<file path="src/rtl/iob_fsm_initiator_pkg.sv">
// iob_fsm_initiator_pkg: shared state encoding and timer sizing for the IOb initiator
package iob_fsm_initiator_pkg;

    typedef enum logic [1:0] {
        IDLE   = 2'd0,
        REQ    = 2'd1,
        WAIT_R = 2'd2,
        RSP    = 2'd3
    } state_t;

    function automatic int timer_w(input int timeout);
        return $clog2(timeout + 1);
    endfunction

endpackage

</file>
<file path="src/rtl/iob_fsm_initiator_if.sv">
// iob_fsm_initiator_if: sequencer command/response port plus IOb request/response bus
// master: the initiator (drives cmd_ready, rsp_*, iob_avalid/addr/wdata/wstrb)
// slave : sequencer and peripheral side (drives cmd_*, iob_ready, iob_rvalid/rdata)
interface iob_fsm_initiator_if #(
    parameter int ADDR_W = 4,
    parameter int DATA_W = 32
);
    logic                  cmd_valid_i;
    logic                  cmd_ready_o;
    logic [ADDR_W-1:0]     cmd_addr_i;
    logic [DATA_W-1:0]     cmd_wdata_i;
    logic [DATA_W/8-1:0]   cmd_wstrb_i;
    logic                  rsp_valid_o;
    logic [DATA_W-1:0]     rsp_rdata_o;
    logic                  rsp_err_o;
    logic                  iob_avalid_o;
    logic [ADDR_W-1:0]     iob_addr_o;
    logic [DATA_W-1:0]     iob_wdata_o;
    logic [DATA_W/8-1:0]   iob_wstrb_o;
    logic                  iob_rvalid_i;
    logic [DATA_W-1:0]     iob_rdata_i;
    logic                  iob_ready_i;

    modport master (
        input  cmd_valid_i, cmd_addr_i, cmd_wdata_i, cmd_wstrb_i,
        input  iob_rvalid_i, iob_rdata_i, iob_ready_i,
        output cmd_ready_o, rsp_valid_o, rsp_rdata_o, rsp_err_o,
        output iob_avalid_o, iob_addr_o, iob_wdata_o, iob_wstrb_o
    );

    modport slave (
        output cmd_valid_i, cmd_addr_i, cmd_wdata_i, cmd_wstrb_i,
        output iob_rvalid_i, iob_rdata_i, iob_ready_i,
        input  cmd_ready_o, rsp_valid_o, rsp_rdata_o, rsp_err_o,
        input  iob_avalid_o, iob_addr_o, iob_wdata_o, iob_wstrb_o
    );
endinterface

</file>
<file path="src/rtl/iob_fsm_init_timer.sv">
// iob_fsm_init_timer: transaction timer with clear/enable, flags the TIMEOUT-th counted cycle
// Ports: clk_i, arst_n_i (async active-low), cke_i (freeze), clr_i, en_i, expire_o
module iob_fsm_init_timer
    import iob_fsm_initiator_pkg::*;
#(
    parameter int TIMEOUT = 255
) (
    input  logic clk_i,
    input  logic arst_n_i,
    input  logic cke_i,
    input  logic clr_i,
    input  logic en_i,
    output logic expire_o
);
    localparam int W = timer_w(TIMEOUT);

    logic [W-1:0] cnt_q, cnt_d;

    always_comb cnt_d = clr_i ? '0 : en_i ? cnt_q + 1'b1 : cnt_q;

    always_ff @(posedge clk_i or negedge arst_n_i)
        if (!arst_n_i) cnt_q <= '0;
        else if (cke_i) cnt_q <= cnt_d;

    // the counting cycle that would bring the count to TIMEOUT is the last one allowed
    assign expire_o = en_i & (cnt_q == W'(TIMEOUT - 1));
endmodule

</file>
<file path="src/rtl/iob_fsm_initiator.sv">
// iob_fsm_initiator: IOb manager issuing one sequencer command at a time with bounded timeout
// Ports: clk_i, arst_n_i (async active-low), cke_i (low freezes everything),
//        bus (master modport: cmd valid/ready, one-cycle rsp strobe, IOb request/response)
module iob_fsm_initiator
    import iob_fsm_initiator_pkg::*;
#(
    parameter int ADDR_W  = 4,
    parameter int DATA_W  = 32,
    parameter int TIMEOUT = 255
) (
    input  logic clk_i,
    input  logic arst_n_i,
    input  logic cke_i,
    iob_fsm_initiator_if.master bus
);
    localparam int STRB_W = DATA_W / 8;

    state_t              state_q, state_d;
    logic [ADDR_W-1:0]   addr_q, addr_d;
    logic [DATA_W-1:0]   wdata_q, wdata_d;
    logic [STRB_W-1:0]   wstrb_q, wstrb_d;
    logic [DATA_W-1:0]   rdata_q, rdata_d;
    logic                err_q, err_d;
    logic                drain_q, drain_d;
    logic                cmd_rdy, accept, expire;

    // a timed-out read may still return data later; block new commands until it is swallowed
    assign cmd_rdy = (state_q == IDLE) & ~drain_q;
    assign accept  = bus.cmd_valid_i & cmd_rdy;

    iob_fsm_init_timer #(.TIMEOUT(TIMEOUT)) u_timer (
        .clk_i    (clk_i),
        .arst_n_i (arst_n_i),
        .cke_i    (cke_i),
        .clr_i    (accept),
        .en_i     ((state_q == REQ) | (state_q == WAIT_R)),
        .expire_o (expire)
    );

    always_comb begin
        state_d = state_q;
        addr_d  = addr_q;
        wdata_d = wdata_q;
        wstrb_d = wstrb_q;
        rdata_d = rdata_q;
        err_d   = err_q;
        drain_d = drain_q & ~bus.iob_rvalid_i;
        case (state_q)
            IDLE:
                if (accept) begin
                    state_d = REQ;
                    addr_d  = bus.cmd_addr_i;
                    wdata_d = bus.cmd_wdata_i;
                    wstrb_d = bus.cmd_wstrb_i;
                end
            REQ:
                // completion takes priority over a simultaneous expiry
                if (bus.iob_ready_i) begin
                    state_d = |wstrb_q ? RSP : WAIT_R;
                    err_d   = 1'b0;
                    rdata_d = '0;
                end else if (expire) begin
                    state_d = RSP;
                    err_d   = 1'b1;
                    rdata_d = '0;
                end
            WAIT_R:
                if (bus.iob_rvalid_i) begin
                    state_d = RSP;
                    err_d   = 1'b0;
                    rdata_d = bus.iob_rdata_i;
                end else if (expire) begin
                    state_d = RSP;
                    err_d   = 1'b1;
                    rdata_d = '0;
                    drain_d = 1'b1;
                end
            RSP:     state_d = IDLE;
            default: state_d = IDLE;
        endcase
    end

    always_ff @(posedge clk_i or negedge arst_n_i)
        if (!arst_n_i) begin
            state_q <= IDLE;
            addr_q  <= '0;
            wdata_q <= '0;
            wstrb_q <= '0;
            rdata_q <= '0;
            err_q   <= 1'b0;
            drain_q <= 1'b0;
        end else if (cke_i) begin
            state_q <= state_d;
            addr_q  <= addr_d;
            wdata_q <= wdata_d;
            wstrb_q <= wstrb_d;
            rdata_q <= rdata_d;
            err_q   <= err_d;
            drain_q <= drain_d;
        end

    assign bus.cmd_ready_o  = cmd_rdy;
    assign bus.rsp_valid_o  = state_q == RSP;
    assign bus.rsp_rdata_o  = rdata_q;
    assign bus.rsp_err_o    = err_q;
    assign bus.iob_avalid_o = state_q == REQ;
    assign bus.iob_addr_o   = addr_q;
    assign bus.iob_wdata_o  = wdata_q;
    assign bus.iob_wstrb_o  = wstrb_q;
endmodule
</file>
<file path="src/flat_wrapper.sv">
// flat-port wrapper written by rule: the top's interface ports become plain ports
module iob_fsm_initiator_flat import iob_fsm_initiator_pkg::*;
#(
    parameter int ADDR_W  = 4,
    parameter int DATA_W  = 32,
    parameter int TIMEOUT = 255
)
  (clk_i, arst_n_i, cke_i, bus_cmd_valid_i, bus_cmd_addr_i, bus_cmd_wdata_i, bus_cmd_wstrb_i, bus_iob_rvalid_i, bus_iob_rdata_i, bus_iob_ready_i, bus_cmd_ready_o, bus_rsp_valid_o, bus_rsp_rdata_o, bus_rsp_err_o, bus_iob_avalid_o, bus_iob_addr_o, bus_iob_wdata_o, bus_iob_wstrb_o);
  iob_fsm_initiator_if #(.ADDR_W(ADDR_W), .DATA_W(DATA_W)) bus_i ();
  input  logic clk_i;
  input  logic arst_n_i;
  input  logic cke_i;
  input wire logic [$bits(bus_i.cmd_valid_i)-1:0] bus_cmd_valid_i;
  input wire logic [$bits(bus_i.cmd_addr_i)-1:0] bus_cmd_addr_i;
  input wire logic [$bits(bus_i.cmd_wdata_i)-1:0] bus_cmd_wdata_i;
  input wire logic [$bits(bus_i.cmd_wstrb_i)-1:0] bus_cmd_wstrb_i;
  input wire logic [$bits(bus_i.iob_rvalid_i)-1:0] bus_iob_rvalid_i;
  input wire logic [$bits(bus_i.iob_rdata_i)-1:0] bus_iob_rdata_i;
  input wire logic [$bits(bus_i.iob_ready_i)-1:0] bus_iob_ready_i;
  output wire logic [$bits(bus_i.cmd_ready_o)-1:0] bus_cmd_ready_o;
  output wire logic [$bits(bus_i.rsp_valid_o)-1:0] bus_rsp_valid_o;
  output wire logic [$bits(bus_i.rsp_rdata_o)-1:0] bus_rsp_rdata_o;
  output wire logic [$bits(bus_i.rsp_err_o)-1:0] bus_rsp_err_o;
  output wire logic [$bits(bus_i.iob_avalid_o)-1:0] bus_iob_avalid_o;
  output wire logic [$bits(bus_i.iob_addr_o)-1:0] bus_iob_addr_o;
  output wire logic [$bits(bus_i.iob_wdata_o)-1:0] bus_iob_wdata_o;
  output wire logic [$bits(bus_i.iob_wstrb_o)-1:0] bus_iob_wstrb_o;
  assign bus_i.cmd_valid_i = bus_cmd_valid_i;
  assign bus_i.cmd_addr_i = bus_cmd_addr_i;
  assign bus_i.cmd_wdata_i = bus_cmd_wdata_i;
  assign bus_i.cmd_wstrb_i = bus_cmd_wstrb_i;
  assign bus_i.iob_rvalid_i = bus_iob_rvalid_i;
  assign bus_i.iob_rdata_i = bus_iob_rdata_i;
  assign bus_i.iob_ready_i = bus_iob_ready_i;
  assign bus_cmd_ready_o = bus_i.cmd_ready_o;
  assign bus_rsp_valid_o = bus_i.rsp_valid_o;
  assign bus_rsp_rdata_o = bus_i.rsp_rdata_o;
  assign bus_rsp_err_o = bus_i.rsp_err_o;
  assign bus_iob_avalid_o = bus_i.iob_avalid_o;
  assign bus_iob_addr_o = bus_i.iob_addr_o;
  assign bus_iob_wdata_o = bus_i.iob_wdata_o;
  assign bus_iob_wstrb_o = bus_i.iob_wstrb_o;
  iob_fsm_initiator #(.ADDR_W(ADDR_W), .DATA_W(DATA_W), .TIMEOUT(TIMEOUT)) u_core (.clk_i(clk_i), .arst_n_i(arst_n_i), .cke_i(cke_i), .bus(bus_i));
endmodule
</file>
<file path="config.mk">
export PLATFORM = sky130hd
export DESIGN_NAME = iob_fsm_initiator_flat
export DESIGN_NICKNAME = d
export VERILOG_FILES = /design/src/rtl/iob_fsm_initiator_pkg.sv /design/src/rtl/iob_fsm_initiator_if.sv /design/src/rtl/iob_fsm_init_timer.sv /design/src/rtl/iob_fsm_initiator.sv /design/src/flat_wrapper.sv
export SDC_FILE = /design/constraint.sdc
export NUM_CORES = 1
export LEC_CHECK = 0
export ABC_CLOCK_PERIOD_IN_PS = 2420
export CAP_MARGIN = 20
export CORE_MARGIN = 2
export CORE_UTILIZATION = 42
export CTS_CLUSTER_SIZE = 20
export DETAILED_ROUTE_END_ITERATION = 7
export HOLD_SLACK_MARGIN = 0.03
export PLACE_DENSITY_LB_ADDON = 0.2
export SLEW_MARGIN = 30
export SYNTH_ARGS = -nofsm -noshare
export SYNTH_HDL_FRONTEND = slang
export SYNTH_SLANG_ARGS = --single-unit
</file>
<file path="constraint.sdc">
create_clock -name clk_i -period 2.42 [get_ports clk_i]
set_input_delay 0.242 -clock clk_i [delete_from_list [all_inputs] [get_ports clk_i]]
set_output_delay 0.242 -clock clk_i [all_outputs]
set_load 0.03 [all_outputs]
</file>
==> results.yml <==
worst_hold_path:
  hold_class: "input port to asynchronous set/reset pin"
worst_setup_path:
  crit_path_start_kind: "flip-flop"
  critPathMaxFanout: 5
  cp-startpoint: "u_core.state_q[0]"
  reg2reg_from: "u_core.state_q[0]"
  cp-end-kind: "primary output"
  cp.arrival_ns: 1.95
  crit_required_ns: 2.18
  critical_path_class: "flip-flop to primary output"
die:
  dieArea_um2: 9280
  core_um2: 8260
  start_util_pct: 43.4
  die_w_um: 96.3
  chipHeight_um: 96.3
  core.rowCount: 33
  io_pins: 154
logic_synthesis:
  ys_warn_count: 0
  synth_edf_count: 0
  yosysMostFrequentCell: "dfrtp_1"
  synth_top_area_share_pct: 58.7
  ys_seq_area_share_pct: 58.7
  ys_ff_latch: 84
  synth_flop_cell: "dfrtp_1"
  synthCells: 239
  synth_commonest_cells: "dfrtp_1 (84), mux2_4 (34), a22o_1 (32)"
  synth_cell_types: 40
  syn_nets: 325
  yosysTopAreaCell: "dfrtp_1"
  syn_area_um2: 3580
  syn_area_per_cell_um2: 15.0
  async_reset_ff_share_pct: 100
  synth.area.top_cells: "dfrtp_1 (59%), mux2_4 (14%), a22o_1 (7.8%)"
sta:
  rsz0062_at_grt: "no"
  max_slew_margin_pct: 59.7
  tns_ns: 0
  fin_crit_sh_pct: 90.8
  max_slew.worst_pin.slew_ns: 0.605
  slew_violations: 0
  finalWorstSetupSlack_ns: 0.223
  worst_hold_slack_ns: 0.453
  fin_crit_ns: 2.20
  fin_worst_skew_ns: 0.0126
  max_freq_mhz: 455
  setup_violations: 0
  hold_viol: 0
global_routing:
  grt_pass1_wl_um: 12700
  first_global_vias: 2444
  antenna_found_initial: 0
  grt_max_degree: 46
  grt_overflow: 0
  grt_use_total_pct: 17.8
job:
  drv_cap: 0
clock_network:
  cts_resized: 0
  numCtsBuffers: 9
  cts_num_sinks: 84
  cts_setup_buffers: 0
  clk_pin_slew_worst_paths_ns: 0.08
  htreeDepth: 3
  clockBufferDepth: 2
  hold_buffers: 1
  clk_latency_ns: 0.34
  cts_tree: "done"
  cts_root_buf: "clkbuf_8"
detailed_routing:
  route.detailed.drc: 0
  wl_um: 8470
  wl_met2_um: 3990
  wl_met3_um: 538
  met1_length_um: 3780
  wl_per_cell_um: 16.7
  num_vias: 2501
  drt_iter0_drc: 62
  highest_layer: "met4"
  postRouteAntennaNets: 0
  vias_per_cell: 4.94
  firstDrtPassIters: 4
cells_and_area:
  regArea_um2: 2100
  instances_no_fill: 506
  drive_gt1_share_pct: 16.7
  synthToLayoutAreaGrowth_pct: 49.9
  fill_cells: 638
  fin_area_um2: 5370
  diodes: 0
  utilization_pct: 65.0
  multiInputGateArea_um2: 1320
  nets: 483
power:
  p_per_area_nw_per_um2: 1240
  peakVddDrop_mv: 0.643
  finalPower_mw: 6.63
  power_leakage_nw: 2.34
placed_design:
  dpl.cell_count: 490
  hpwlAfterDp_um: 6170
  pre_cts_ws_ns: 0.425
  place_area_um2: 5170
  place.gp.congestion: 0.864
  port_buffers: 153
outcome:
  status: "finished, final reports clean"
==> power by group <==
group | leakage, nW | switching (mW) | internal [mW]
Combinational | 1.18 | 1.76 | 1.69
Clock | 0.0959 | 0.477 | 0.469
Sequential | 1.07 | 0.310 | 1.93
Total | 2.34 | 2.55 | 4.08
==> cell families (layout without fill, tap and decap cells) <==
logic type      after synthesis  after routing  synth area share [%]
compound gates               56             56                  12.0
xor+xnor                      3              3                 0.734
fa+ha+maj                     8              8                  2.80
buf+inv                      16            178                  4.44
flops                        84             84                  58.7
mux                          40             40                  16.1
simple gates                 32             32                  5.24
==> routing by layer <==
layer | up-vias | GRT usage (%)
li1 | 1186 | -
met1 | 1221 | 24.3
met2 | 81 | 28.1
met3 | 13 | 3.84
met4 | 0 | 6.34
met5 | - | 0
==> final timing paths <==
kind	endpoint	slack, ns	cells after the start
worst min register to register	u_core.bus.rsp_rdata_o[13]	0.51	1
worst min-delay path	u_core.bus.rsp_rdata_o[8]	0.45	2
min in group clk_i	u_core.bus.rsp_rdata_o[13]	0.49	2
worst max register to register	u_core.bus.rsp_rdata_o[10]	0.41	7
worst max-delay path	bus_cmd_ready_o	0.22	5
max in group asynchronous	u_core.bus.iob_wdata_o[26]	1.33	3
==> registers in the layout, indices dropped and copies added, names as in the netlist <==
register and flops:
u_core.state_q 2, u_core.bus.rsp_err_o 1, u_core.bus.iob_addr_o 4, u_core.u_timer.cnt_q 8, u_core.bus.iob_wdata_o 32, u_core.bus.rsp_rdata_o 32, u_core.drain_q 1, u_core.bus.iob_wstrb_o 4
==> cell type report <==
type,instances,share of cell area (%)
Clock buffer,10,2.38
Clock inverter,5,1.00
Inverter,4,0.280
Multi-Input combinational cell,139,24.6
Sequential cell,84,39.2
Tap cell,105,2.45
Timing Repair Buffer,159,30.1
==> worst max-delay path: stages, from the launching register on <==
cell and delay (ns):
dfrtp_1 0.42, inv_1 0.18, ha_1 0.19, inv_1 0.06
nor2_1 0.09, clkdlybuf4s50_1 0.67
==> layout by cell type, fill, tap and decap left out, types with 3 or more instances in the layout <==
cell | synthesis | routed
nor2_1 | 6 | 5
a22o_1 | 32 | 32
buf_12 | 4 | 3
a21oi_1 | 6 | 6
mux2_4 | 34 | 34
clkbuf_8 | 0 | 9
mux2_2 | 6 | 6
inv_1 | 4 | 4
or3_1 | 3 | 3
ha_1 | 8 | 8
dfrtp_1 | 84 | 84
o21ai_0 | 8 | 8
clkinv_2 | 0 | 3
nand2_1 | 8 | 8
clkdlybuf4s50_1 | 0 | 152
buf_4 | 1 | 3
Power figures use the tool's default switching activity.
